<file path="src/rtl/sd_card_pkg.sv">
// rtl/sd_card_pkg.sv - shared encodings and constants for the SD card CMD-line responder
package sd_card_pkg;

  typedef enum logic [2:0] {
    ST_IDLE,
    ST_RECV,
    ST_CHECK,
    ST_WAIT_NCR,
    ST_SEND
  } state_e;

  localparam logic [5:0] CMD0  = 6'd0;
  localparam logic [5:0] CMD2  = 6'd2;
  localparam logic [5:0] CMD8  = 6'd8;
  localparam logic [5:0] CMD9  = 6'd9;
  localparam logic [5:0] CMD10 = 6'd10;
  localparam logic [5:0] CMD41 = 6'd41;

  localparam logic [7:0] RESP_LEN_SHORT = 8'd48;
  localparam logic [7:0] RESP_LEN_LONG  = 8'd136;

  // first frame bit position occupied by the CRC7 field in 48-bit frames
  localparam logic [7:0] CRC_START = 8'd40;

  localparam int COM_CRC_ERR_BIT = 23;

endpackage

</file>
<file path="src/rtl/sd_card_cmd_responder_if.sv">
// rtl/sd_card_cmd_responder_if.sv - SD CMD pad bundle between host controller and card model
interface sd_card_cmd_responder_if;
  logic sd_clk_i;
  logic sd_cmd_i;
  logic sd_cmd_o;
  logic sd_cmd_oe_o;

  modport master (output sd_clk_i, output sd_cmd_i, input sd_cmd_o, input sd_cmd_oe_o);
  modport slave  (input sd_clk_i, input sd_cmd_i, output sd_cmd_o, output sd_cmd_oe_o);
endinterface

</file>
<file path="src/rtl/sd_crc7.sv">
// rtl/sd_crc7.sv - serial CRC7 (x^7 + x^3 + 1) with clear and enable
module sd_crc7 (
  input  logic       clk,
  input  logic       rst,
  input  logic       clr,
  input  logic       en,
  input  logic       bit_in,
  output logic [6:0] crc_o
);

  logic [6:0] crc_q, crc_d;
  logic       fb;

  // next remainder: clear wins over shifting in a new bit
  always_comb begin
    fb    = bit_in ^ crc_q[6];
    crc_d = crc_q;
    if (clr) begin
      crc_d = '0;
    end else if (en) begin
      crc_d = {crc_q[5:3], crc_q[2] ^ fb, crc_q[1:0], fb};
    end
  end

  // remainder register
  always_ff @(posedge clk) begin
    if (rst) crc_q <= '0;
    else     crc_q <= crc_d;
  end

  assign crc_o = crc_q;

endmodule

</file>
<file path="src/rtl/sd_card_cmd_responder.sv">
// rtl/sd_card_cmd_responder.sv - card-side CMD line: receive 48-bit command, check CRC7, send R1/R2/R3/R7
module sd_card_cmd_responder
  import sd_card_pkg::*;
#(
  parameter int unsigned  NCR    = 2,
  parameter logic [31:0]  OCR    = 32'h80FF8000,
  parameter logic [127:0] CID    = 128'h0,
  parameter logic [31:0]  STATUS = 32'h00000900
) (
  input  logic                     wb_clk_i,
  input  logic                     wb_rst_i,
  sd_card_cmd_responder_if.slave   sd,
  output logic                     cmd_valid_o,
  output logic [5:0]               cmd_index_o,
  output logic [31:0]              cmd_arg_o,
  output logic                     crc_err_o
);

  localparam logic [6:0] NCR_CNT = 7'(NCR);

  state_e        state_q, state_d;
  logic          sd_clk_s1_q, sd_clk_s1_d, sd_clk_s2_q, sd_clk_s2_d;
  logic [7:0]    cnt_q, cnt_d;
  logic [46:0]   rx_sr_q, rx_sr_d;
  logic [135:0]  resp_q, resp_d;
  logic [7:0]    resp_len_q, resp_len_d;
  logic          crc_ins_q, crc_ins_d;
  logic [6:0]    ncr_cnt_q, ncr_cnt_d;
  logic          cmd_o_q, cmd_o_d, oe_q, oe_d;
  logic          cmd_valid_q, cmd_valid_d, crc_err_q, crc_err_d;
  logic          com_crc_err_q, com_crc_err_d;
  logic [5:0]    cmd_index_q, cmd_index_d;
  logic [31:0]   cmd_arg_q, cmd_arg_d;

  logic          rise, fall, tx_bit, crc_slot, rx_good;
  logic [7:0]    cnt_inc, tx_pos;
  logic [2:0]    crc_sel;
  logic          rx_crc_clr, rx_crc_en, tx_crc_clr, tx_crc_en;
  logic [6:0]    rx_crc, tx_crc;
  logic [5:0]    rx_index;
  logic [31:0]   rx_arg, status_w;

  sd_crc7 u_rx_crc (
    .clk(wb_clk_i), .rst(wb_rst_i), .clr(rx_crc_clr), .en(rx_crc_en),
    .bit_in(sd.sd_cmd_i), .crc_o(rx_crc)
  );

  sd_crc7 u_tx_crc (
    .clk(wb_clk_i), .rst(wb_rst_i), .clr(tx_crc_clr), .en(tx_crc_en),
    .bit_in(tx_bit), .crc_o(tx_crc)
  );

  // sd_clk edge strobes, decoded command fields and the next response bit to drive
  always_comb begin
    rise     = sd_clk_s1_q & ~sd_clk_s2_q;
    fall     = ~sd_clk_s1_q & sd_clk_s2_q;
    cnt_inc  = (cnt_q == 8'hFF) ? cnt_q : cnt_q + 8'd1;
    rx_index = rx_sr_q[45:40];
    rx_arg   = rx_sr_q[39:8];
    rx_good  = rx_sr_q[46] & (rx_sr_q[7:1] == rx_crc) & rx_sr_q[0];
    // position of the bit about to be driven: 0 on leaving WAIT_NCR, else one past the current bit
    tx_pos   = (state_q == ST_SEND) ? cnt_inc : 8'd0;
    crc_slot = crc_ins_q && (tx_pos >= CRC_START) && (tx_pos < CRC_START + 8'd7);
    crc_sel  = 3'(8'd46 - tx_pos);
    tx_bit   = crc_slot ? tx_crc[crc_sel] : resp_q[8'd135 - tx_pos];
    status_w = STATUS;
    status_w[COM_CRC_ERR_BIT] = STATUS[COM_CRC_ERR_BIT] | com_crc_err_q;
  end

  // command/response sequencer
  always_comb begin
    sd_clk_s1_d   = sd.sd_clk_i;
    sd_clk_s2_d   = sd_clk_s1_q;
    state_d       = state_q;
    cnt_d         = cnt_q;
    rx_sr_d       = rx_sr_q;
    resp_d        = resp_q;
    resp_len_d    = resp_len_q;
    crc_ins_d     = crc_ins_q;
    ncr_cnt_d     = ncr_cnt_q;
    cmd_o_d       = cmd_o_q;
    oe_d          = oe_q;
    com_crc_err_d = com_crc_err_q;
    cmd_index_d   = cmd_index_q;
    cmd_arg_d     = cmd_arg_q;
    cmd_valid_d   = 1'b0;
    crc_err_d     = 1'b0;
    rx_crc_clr    = 1'b0;
    rx_crc_en     = 1'b0;
    tx_crc_clr    = 1'b0;
    tx_crc_en     = 1'b0;

    case (state_q)
      ST_IDLE: begin
        rx_crc_clr = 1'b1;
        if (rise && !sd.sd_cmd_i) begin
          rx_crc_clr = 1'b0;
          rx_crc_en  = 1'b1;
          rx_sr_d    = '0;
          cnt_d      = 8'd1;
          state_d    = ST_RECV;
        end
      end
      ST_RECV: begin
        if (rise) begin
          rx_sr_d   = {rx_sr_q[45:0], sd.sd_cmd_i};
          rx_crc_en = (cnt_q < CRC_START);
          cnt_d     = cnt_inc;
          if (cnt_inc == RESP_LEN_SHORT) state_d = ST_CHECK;
        end
      end
      ST_CHECK: begin
        state_d = ST_IDLE;
        if (rx_good) begin
          cmd_valid_d = 1'b1;
          cmd_index_d = rx_index;
          cmd_arg_d   = rx_arg;
          if (rx_index != CMD0) begin
            state_d    = ST_WAIT_NCR;
            ncr_cnt_d  = '0;
            tx_crc_clr = 1'b1;
            resp_len_d = RESP_LEN_SHORT;
            crc_ins_d  = 1'b1;
            case (rx_index)
              CMD2, CMD9, CMD10: begin
                resp_d     = {2'b00, 6'h3F, CID[127:1], 1'b1};
                resp_len_d = RESP_LEN_LONG;
                crc_ins_d  = 1'b0;
              end
              CMD8: resp_d = {2'b00, CMD8, 20'h0, rx_arg[11:0], 7'h00, 1'b1, 88'h0};
              CMD41: begin
                resp_d    = {2'b00, 6'h3F, OCR, 7'h7F, 1'b1, 88'h0};
                crc_ins_d = 1'b0;
              end
              default: begin
                // sticky error is reported once, in the R1 frame snapshot taken here
                resp_d        = {2'b00, rx_index, status_w, 7'h00, 1'b1, 88'h0};
                com_crc_err_d = 1'b0;
              end
            endcase
          end
        end else begin
          crc_err_d     = 1'b1;
          com_crc_err_d = 1'b1;
        end
      end
      ST_WAIT_NCR: begin
        if (fall) begin
          if (ncr_cnt_q == NCR_CNT) begin
            state_d   = ST_SEND;
            cnt_d     = 8'd0;
            oe_d      = 1'b1;
            cmd_o_d   = tx_bit;
            tx_crc_en = 1'b1;
          end else begin
            ncr_cnt_d = ncr_cnt_q + 7'd1;
          end
        end
      end
      ST_SEND: begin
        if (fall) begin
          if (cnt_q == resp_len_q - 8'd1) begin
            oe_d    = 1'b0;
            cmd_o_d = 1'b1;
            cnt_d   = 8'd0;
            state_d = ST_IDLE;
          end else begin
            cnt_d     = cnt_inc;
            cmd_o_d   = tx_bit;
            tx_crc_en = (tx_pos < CRC_START);
          end
        end
      end
      default: state_d = ST_IDLE;
    endcase
  end

  // state and output registers, synchronous reset
  always_ff @(posedge wb_clk_i) begin
    if (wb_rst_i) begin
      state_q       <= ST_IDLE;
      sd_clk_s1_q   <= 1'b0;
      sd_clk_s2_q   <= 1'b0;
      cnt_q         <= '0;
      rx_sr_q       <= '0;
      resp_q        <= '0;
      resp_len_q    <= RESP_LEN_SHORT;
      crc_ins_q     <= 1'b0;
      ncr_cnt_q     <= '0;
      cmd_o_q       <= 1'b1;
      oe_q          <= 1'b0;
      cmd_valid_q   <= 1'b0;
      crc_err_q     <= 1'b0;
      com_crc_err_q <= 1'b0;
      cmd_index_q   <= '0;
      cmd_arg_q     <= '0;
    end else begin
      state_q       <= state_d;
      sd_clk_s1_q   <= sd_clk_s1_d;
      sd_clk_s2_q   <= sd_clk_s2_d;
      cnt_q         <= cnt_d;
      rx_sr_q       <= rx_sr_d;
      resp_q        <= resp_d;
      resp_len_q    <= resp_len_d;
      crc_ins_q     <= crc_ins_d;
      ncr_cnt_q     <= ncr_cnt_d;
      cmd_o_q       <= cmd_o_d;
      oe_q          <= oe_d;
      cmd_valid_q   <= cmd_valid_d;
      crc_err_q     <= crc_err_d;
      com_crc_err_q <= com_crc_err_d;
      cmd_index_q   <= cmd_index_d;
      cmd_arg_q     <= cmd_arg_d;
    end
  end

  assign sd.sd_cmd_o    = cmd_o_q;
  assign sd.sd_cmd_oe_o = oe_q;
  assign cmd_valid_o    = cmd_valid_q;
  assign crc_err_o      = crc_err_q;
  assign cmd_index_o    = cmd_index_q;
  assign cmd_arg_o      = cmd_arg_q;

endmodule

</file>
<file path="src/flat_wrapper.sv">
// flat-port wrapper written by rule: the top's interface ports become plain ports
module sd_card_cmd_responder_flat import sd_card_pkg::*;
#(
  parameter int unsigned  NCR    = 2,
  parameter logic [31:0]  OCR    = 32'h80FF8000,
  parameter logic [127:0] CID    = 128'h0,
  parameter logic [31:0]  STATUS = 32'h00000900
)
  (wb_clk_i, wb_rst_i, cmd_valid_o, cmd_index_o, cmd_arg_o, crc_err_o, sd_sd_clk_i, sd_sd_cmd_i, sd_sd_cmd_o, sd_sd_cmd_oe_o);
  sd_card_cmd_responder_if sd_i ();
  input  logic wb_clk_i;
  input  logic wb_rst_i;
  output logic cmd_valid_o;
  output logic [5:0] cmd_index_o;
  output logic [31:0] cmd_arg_o;
  output logic crc_err_o;
  input wire logic [$bits(sd_i.sd_clk_i)-1:0] sd_sd_clk_i;
  input wire logic [$bits(sd_i.sd_cmd_i)-1:0] sd_sd_cmd_i;
  output wire logic [$bits(sd_i.sd_cmd_o)-1:0] sd_sd_cmd_o;
  output wire logic [$bits(sd_i.sd_cmd_oe_o)-1:0] sd_sd_cmd_oe_o;
  assign sd_i.sd_clk_i = sd_sd_clk_i;
  assign sd_i.sd_cmd_i = sd_sd_cmd_i;
  assign sd_sd_cmd_o = sd_i.sd_cmd_o;
  assign sd_sd_cmd_oe_o = sd_i.sd_cmd_oe_o;
  sd_card_cmd_responder #(.NCR(NCR), .OCR(OCR), .CID(CID), .STATUS(STATUS)) u_core (.wb_clk_i(wb_clk_i), .wb_rst_i(wb_rst_i), .sd(sd_i), .cmd_valid_o(cmd_valid_o), .cmd_index_o(cmd_index_o), .cmd_arg_o(cmd_arg_o), .crc_err_o(crc_err_o));
endmodule
</file>
<file path="config.mk">
export PLATFORM = sky130hd
export DESIGN_NAME = sd_card_cmd_responder_flat
export DESIGN_NICKNAME = d
export VERILOG_FILES = /design/src/rtl/sd_card_pkg.sv /design/src/rtl/sd_card_cmd_responder_if.sv /design/src/rtl/sd_crc7.sv /design/src/rtl/sd_card_cmd_responder.sv /design/src/flat_wrapper.sv
export SDC_FILE = /design/constraint.sdc
export NUM_CORES = 1
export LEC_CHECK = 0
export CAP_MARGIN = 20
export CORE_MARGIN = 1.5
export CORE_UTILIZATION = 55
export CTS_BUF_LIST = sky130_fd_sc_hd__clkbuf_8
export CTS_CLUSTER_DIAMETER = 50
export DETAILED_ROUTE_END_ITERATION = 7
export PLACE_DENSITY = 0.75
export SETUP_SLACK_MARGIN = 0.05
export SYNTH_ARGS = -nofsm -noshare
export SYNTH_HDL_FRONTEND = slang
export SYNTH_SLANG_ARGS = --single-unit
</file>
<file path="constraint.sdc">
create_clock -name wb_clk_i -period 4.6 [get_ports wb_clk_i]
set_input_delay 0.92 -clock wb_clk_i [delete_from_list [all_inputs] [get_ports wb_clk_i]]
set_output_delay 0.92 -clock wb_clk_i [all_outputs]
set_load 0.05 [all_outputs]
</file>
; ---- After elaboration in Yosys (flattened, before gate mapping)
; Index checks and enable logic that the tools add are counted.
[word_totals]
output_inout_bits = 42
wordCells = 154
inputBits = 4
reg_bits = 269
[op_classes]
muxes = 63
add_sub_neg = 5
n_lt_le_gt_ge = 6
bitwise_logic = 11
eq_ne = 26
n_reduce_logical = 25
[op_table]
columns = cell, n
row1 = $pmux W134 S3, 1
row2 = $mux W47, 2
row3 = $pmux W47 S2, 1
row4 = $mux W8, 9
row5 = $pmux W8 S4, 1
row6 = $mux W1, 28
row7 = $mux W7, 4
row8 = $lt A8 B6 Y1 const B, 3
row9 = $mux W3, 8
row10 = $eq A6 B4 Y1 const B, 3
row11 = $ne A2 B1 Y1 const B, 8
row12 = $pmux W3 S5, 1
row13 = $pmux W7 S2, 1
row14 = $reduce_and A5 Y1, 2
row15 = $lt A8 B9 Y1 const B, 1
row16 = $reduce_and A3 Y1, 3
row17 = $add A8 B1 Y8 const B, 1
row18 = $bmux W1 S8, 1
row19 = $eq A8 B6 Y1 const B, 1
row20 = $eq A8 B8 Y1, 1
row21 = $eq A8 B8 Y1 const B, 1
row22 = $ge A8 B6 Y1 const B, 1
row23 = $ne A2 B2 Y1 const B, 4
row24 = $pmux W1 S2, 4
row25 = 31 further kinds, 46

; ---- Depth between registers and ports, before layout
[logic_depth]
ltp_word = 10
ltp_mapped = 17
ltp_nobuf = 15

; ---- By module
; A second synthesis with hierarchy kept.
[unflattened]
cells_unflattened = 875
area_unflattened_um2 = 6890.4
[modules_own_cells]
columns = module, area_per_inst_um2, cells_per_inst, instances
row1 = sd_card_cmd_responder, 6337.3, 819, 1
row2 = sd_crc7, 276.5, 28, 2

; ---- Worst setup path before layout
; OpenSTA, ideal clock, no wires.
[synth_timing]
path_type = reg2reg
startpoint = reg u_core.cnt_q[1]
endpoint = reg u_core.u_tx_crc.crc_q[3], in the netlist u_core.u_tx_crc.crc_o[3]
path_stages_with_launch = 16
n_path_buf = 2
path_slack_ps = 1323
required_time_ps = 4530
setup_time_ps = 70
t_arrival_ps = 3207
period_less_slack_ps = 3277
cell_sequence = dfxtp_1 -> ha_1 -> buf_6 -> and3_1 -> buf_4 -> nand3_1 -> o21a_1 -> nand2_1 -> ha_1 -> or4b_2 -> and3_1 -> a31oi_1 -> or3_1 -> a31o_2 -> xnor3_1 -> a21oi_1
[synth_via]
elab_chain_cells = 9
[synth_rtl]
columns = element, line_no
row1 = "start, declared", sd_card_cmd_responder.sv:23  ; logic [7:0] cnt_q, cnt_d;
row2 = "start signal, assigned", sd_card_cmd_responder.sv:201  ; cnt_q <= cnt_d;
row3 = $add A8 B1 Y8 / $eq A8 B8 Y1 (equally long branches), sd_card_cmd_responder.sv:57  ; cnt_inc = (cnt_q == 8'hFF) ? cnt_q : cnt_q + 8'd1;
row4 = $mux W8, sd_card_cmd_responder.sv:57
row5 = $mux W8, sd_card_cmd_responder.sv:62  ; tx_pos = (state_q == ST_SEND) ? cnt_inc : 8'd0;
row6 = $sub A8 B8 Y8 (tied with other cells), sd_card_cmd_responder.sv:65  ; tx_bit = crc_slot ? tx_crc[crc_sel] : resp_q[8'd135 - tx_pos];
row7 = $bmux W1 S8 (tied with other cells), sd_card_cmd_responder.sv:65
row8 = $mux W1 (not written as such) / $logic_and A1 B1 Y1 (equally long branches), "sd_card_cmd_responder.sv:65, sd_card_cmd_responder.sv:63"
row9 = $mux W1, sd_card_cmd_responder.sv:65
row10 = $xor A1 B1 Y1, sd_crc7.sv:16  ; fb = bit_in ^ crc_q[6];
row11 = $xor A1 B1 Y1, sd_crc7.sv:21  ; crc_d = {crc_q[5:3], crc_q[2] ^ fb, crc_q[1:0], fb};
row12 = "end signal, assigned", sd_crc7.sv:28  ; else crc_q <= crc_d;
row13 = "end, declared", sd_crc7.sv:11  ; logic [6:0] crc_q, crc_d;
; Parallel ways exist; a longest one is shown, timed or not. The select of a mux whose other input is x is not followed.
; A chain may end at the register's enable or synchronous reset.

; ---- Worst setup path after layout
; Ends and elaborated chain as after synthesis.

==> qor.yml <==
drive_gt1_share_pct: 7.67
fmax_mhz: 267
hold_viol_final: 0
async_flop_share_pct: 0
crit_path_start: "u_core.cnt_q[1]"
dpl_cell_area_um2: 7110
r2r_end: "u_core.u_tx_crc.crc_o[3]"
ctsResizeCount: 0
grt_max_degree: 94
fin_worst_skew_ns: 0.0154
gr-total-overflow: 0
synth_area_um2: 6630
die_h_um: 113
crit_chain: "ha_1 -> and3_1 -> nand3_1 -> o21a_1 -> nand2_1 -> ha_1 -> or4b_2 -> and3_1 -> a31oi_1 -> or3_1 -> a31o_2 -> xnor3_1 -> a21oi_1"
n_antenna_cell: 0
synthDistinctLibCells: 64
yosys.area.top_type: "dfxtp_1"
first_pass_iters: 6
slew_headroom_pct: 37.6
num_rows: 39
synth-edff-count: 0
tightest_slew_ns: 0.936
cts.clk_slew.worst_paths_ns: 0.09
slew_violations: 0
fin_tns_setup_ns: 0
cp-endpoint: "u_core.u_tx_crc.crc_o[3]"
arrival_ns: 4.14
ys_warn_count: 0
cp_slowest_stage_delay_ns: 0.66
cts-root-buf: "clkbuf_8"
setup_viol: 0
crit_type: "reg -> reg"
syn-instance-count: 797
vias: 5741
ys_ff_latch: 149
clock_latency_ns: 0.47
port_buffers: 45
gp_congestion: 0.870
clockBufferDepth: 2
rsz0062_at_grt: "no"
layout_common_cells: "dfxtp_1, nand2_1, nor2_1"
power_per_cell_area_nw_per_um2: 314
maxCapViolCount: 0
slowest_stage: "or4b_2"
start_util_pct: 57.1
syn_avg_cell_area_um2: 8.32
ios: 46
antenna_found_initial: 0
syn_to_final_growth_pct: 13.2
worstSetupStartpointType: "flop"
hold_class: "reg -> reg"
clock-sinks: 149
htree_levels: 4
fin_area_um2: 7510
rr_worst_depth: 13
worstPathRequired_ns: 5.01
final_nets: 834
grt_pass1_vias: 5297
wl_mm: 15.9
ir_drop_mv: 0.274
first_iter_violations: 470
min_period_ns: 3.74
tritoncts: "done"
hold_ws_ns: 0.443
dieArea_um2: 12700
leakage_uw: 0.00264
fin_crit_sh_pct: 81.3
grt_util_all_layers_pct: 25.8
ant_nets: 0
grt_pass1_wl_mm: 26.5
finalPower_uw: 2360
fin_cells: 977
ys.flop_type: "dfxtp_1"
die_w_um: 113
place_inst: 942
drcViolationCount: 0
synth_top_area_share_pct: 45.0
post_cts_buffers: 0
synthTopCellsByArea: "dfxtp_1, nand2_1, nor2_1"
r2r_start: "u_core.cnt_q[1]"
coreArea_um2: 11600
status: "finished clean"
whs_path_depth: 2
layout_commonest_cell: "dfxtp_1"
reg2reg_setup_slack_ns: 0.86
path_max_fanout: 10
post_drt_wl_per_cell_um: 16.3
cts_inserted_buffers: 17
crit_path_end_kind: "flop"
viasPerCell: 5.88
synth-seq-area-share_pct: 45.0
syn_nets: 810
postCtsHoldBufs: 0
hpwlAfterDp_mm: 10.7
Yosys cell counts (6+ instances only):
master,number
o21ai_0,24
a22o_1,10
a211oi_1,8
nand2b_1,8
mux2i_1,15
nand4_1,6
a21oi_1,75
nand2_1,120
nand3_1,12
a31oi_1,6
a22oi_1,51
inv_1,14
xor2_1,17
xnor2_1,7
dfxtp_1,149
nor2_1,108
nor4_1,8
nor2b_1,7
nor3_1,15
clkbuf_1,39
ha_1,9
state kept, by name (all words and copies together) (netlist names), 2 cells and up:
signal                 count
u_core.rx_sr_q            47
u_core.u_tx_crc.crc_o      7
u_core.state_q             3
u_core.cmd_arg_o          32
u_core.ncr_cnt_q           7
u_core.u_rx_crc.crc_o      7
u_core.cmd_index_o         6
u_core.resp_q             22
u_core.resp_len_q          2
u_core.cnt_q               8
how the worst min path moves through the flow:
stage                                     from                    to  slack, ns
after floorplan               u_core.resp_q[0]      u_core.resp_q[0]       0.41
after global placement        u_core.resp_q[0]      u_core.resp_q[0]       0.42
after detailed placement      u_core.resp_q[0]      u_core.resp_q[0]       0.44
after CTS                     u_core.resp_q[0]      u_core.resp_q[0]       0.45
after global routing      u_core.cmd_arg_o[12]  u_core.cmd_arg_o[12]       0.47
final                         u_core.resp_q[0]      u_core.resp_q[0]       0.44
through the flow:
step,utilization (%),setup WS [ns]
detailed placement,61.2,0.909
floorplan,-,1.32
CTS,64.5,0.874
global placement,61.2,0.959
global route,64.7,0.607
finish,64.7,0.861
worst max-delay path, delay by kind of cell, from the launching register on:
kind,cells,cell delay (ns)
AO/OA/AOI/OAI,4,0.65
XOR/XNOR,1,0.23
adder cells (fa/ha/maj),2,0.72
flip-flops,1,0.47
AND/OR/NAND/NOR,6,1.61
metal layers:
layer	vias up	GRT usage, %	wire length, µm
met5	-	0	0
met4	0	7.85	187
met3	16	6.48	757
met2	129	41.2	7570
met1	2736	34.7	7360
li1	2860	-	-
power by group:
group	leakage, µW	total [µW]	internal (µW)	switching (µW)
clock network	0.000191	994	455	539
registers	0.00120	1290	1290	3.92
logic	0.00125	66.7	16.8	49.9
final cells by class:
type	count	area (µm²)
clock buffers	18	248
clock inverters	14	138
fillers	1016	4100
inverters	14	52.6
multi-input cells	581	3370
flip-flops and latches	149	2980
well taps	143	179
repair buffers	58	543
kinds of logic after synthesis:
group / share of synthesized area (%)
xor+xnor: 3.51
compound gates: 20.3
fa+ha+maj: 1.70
flops: 45.0
buf+inv: 4.39
mux: 2.77
simple gates: 22.4
Note: power is estimated with default switching activity, not from simulation.
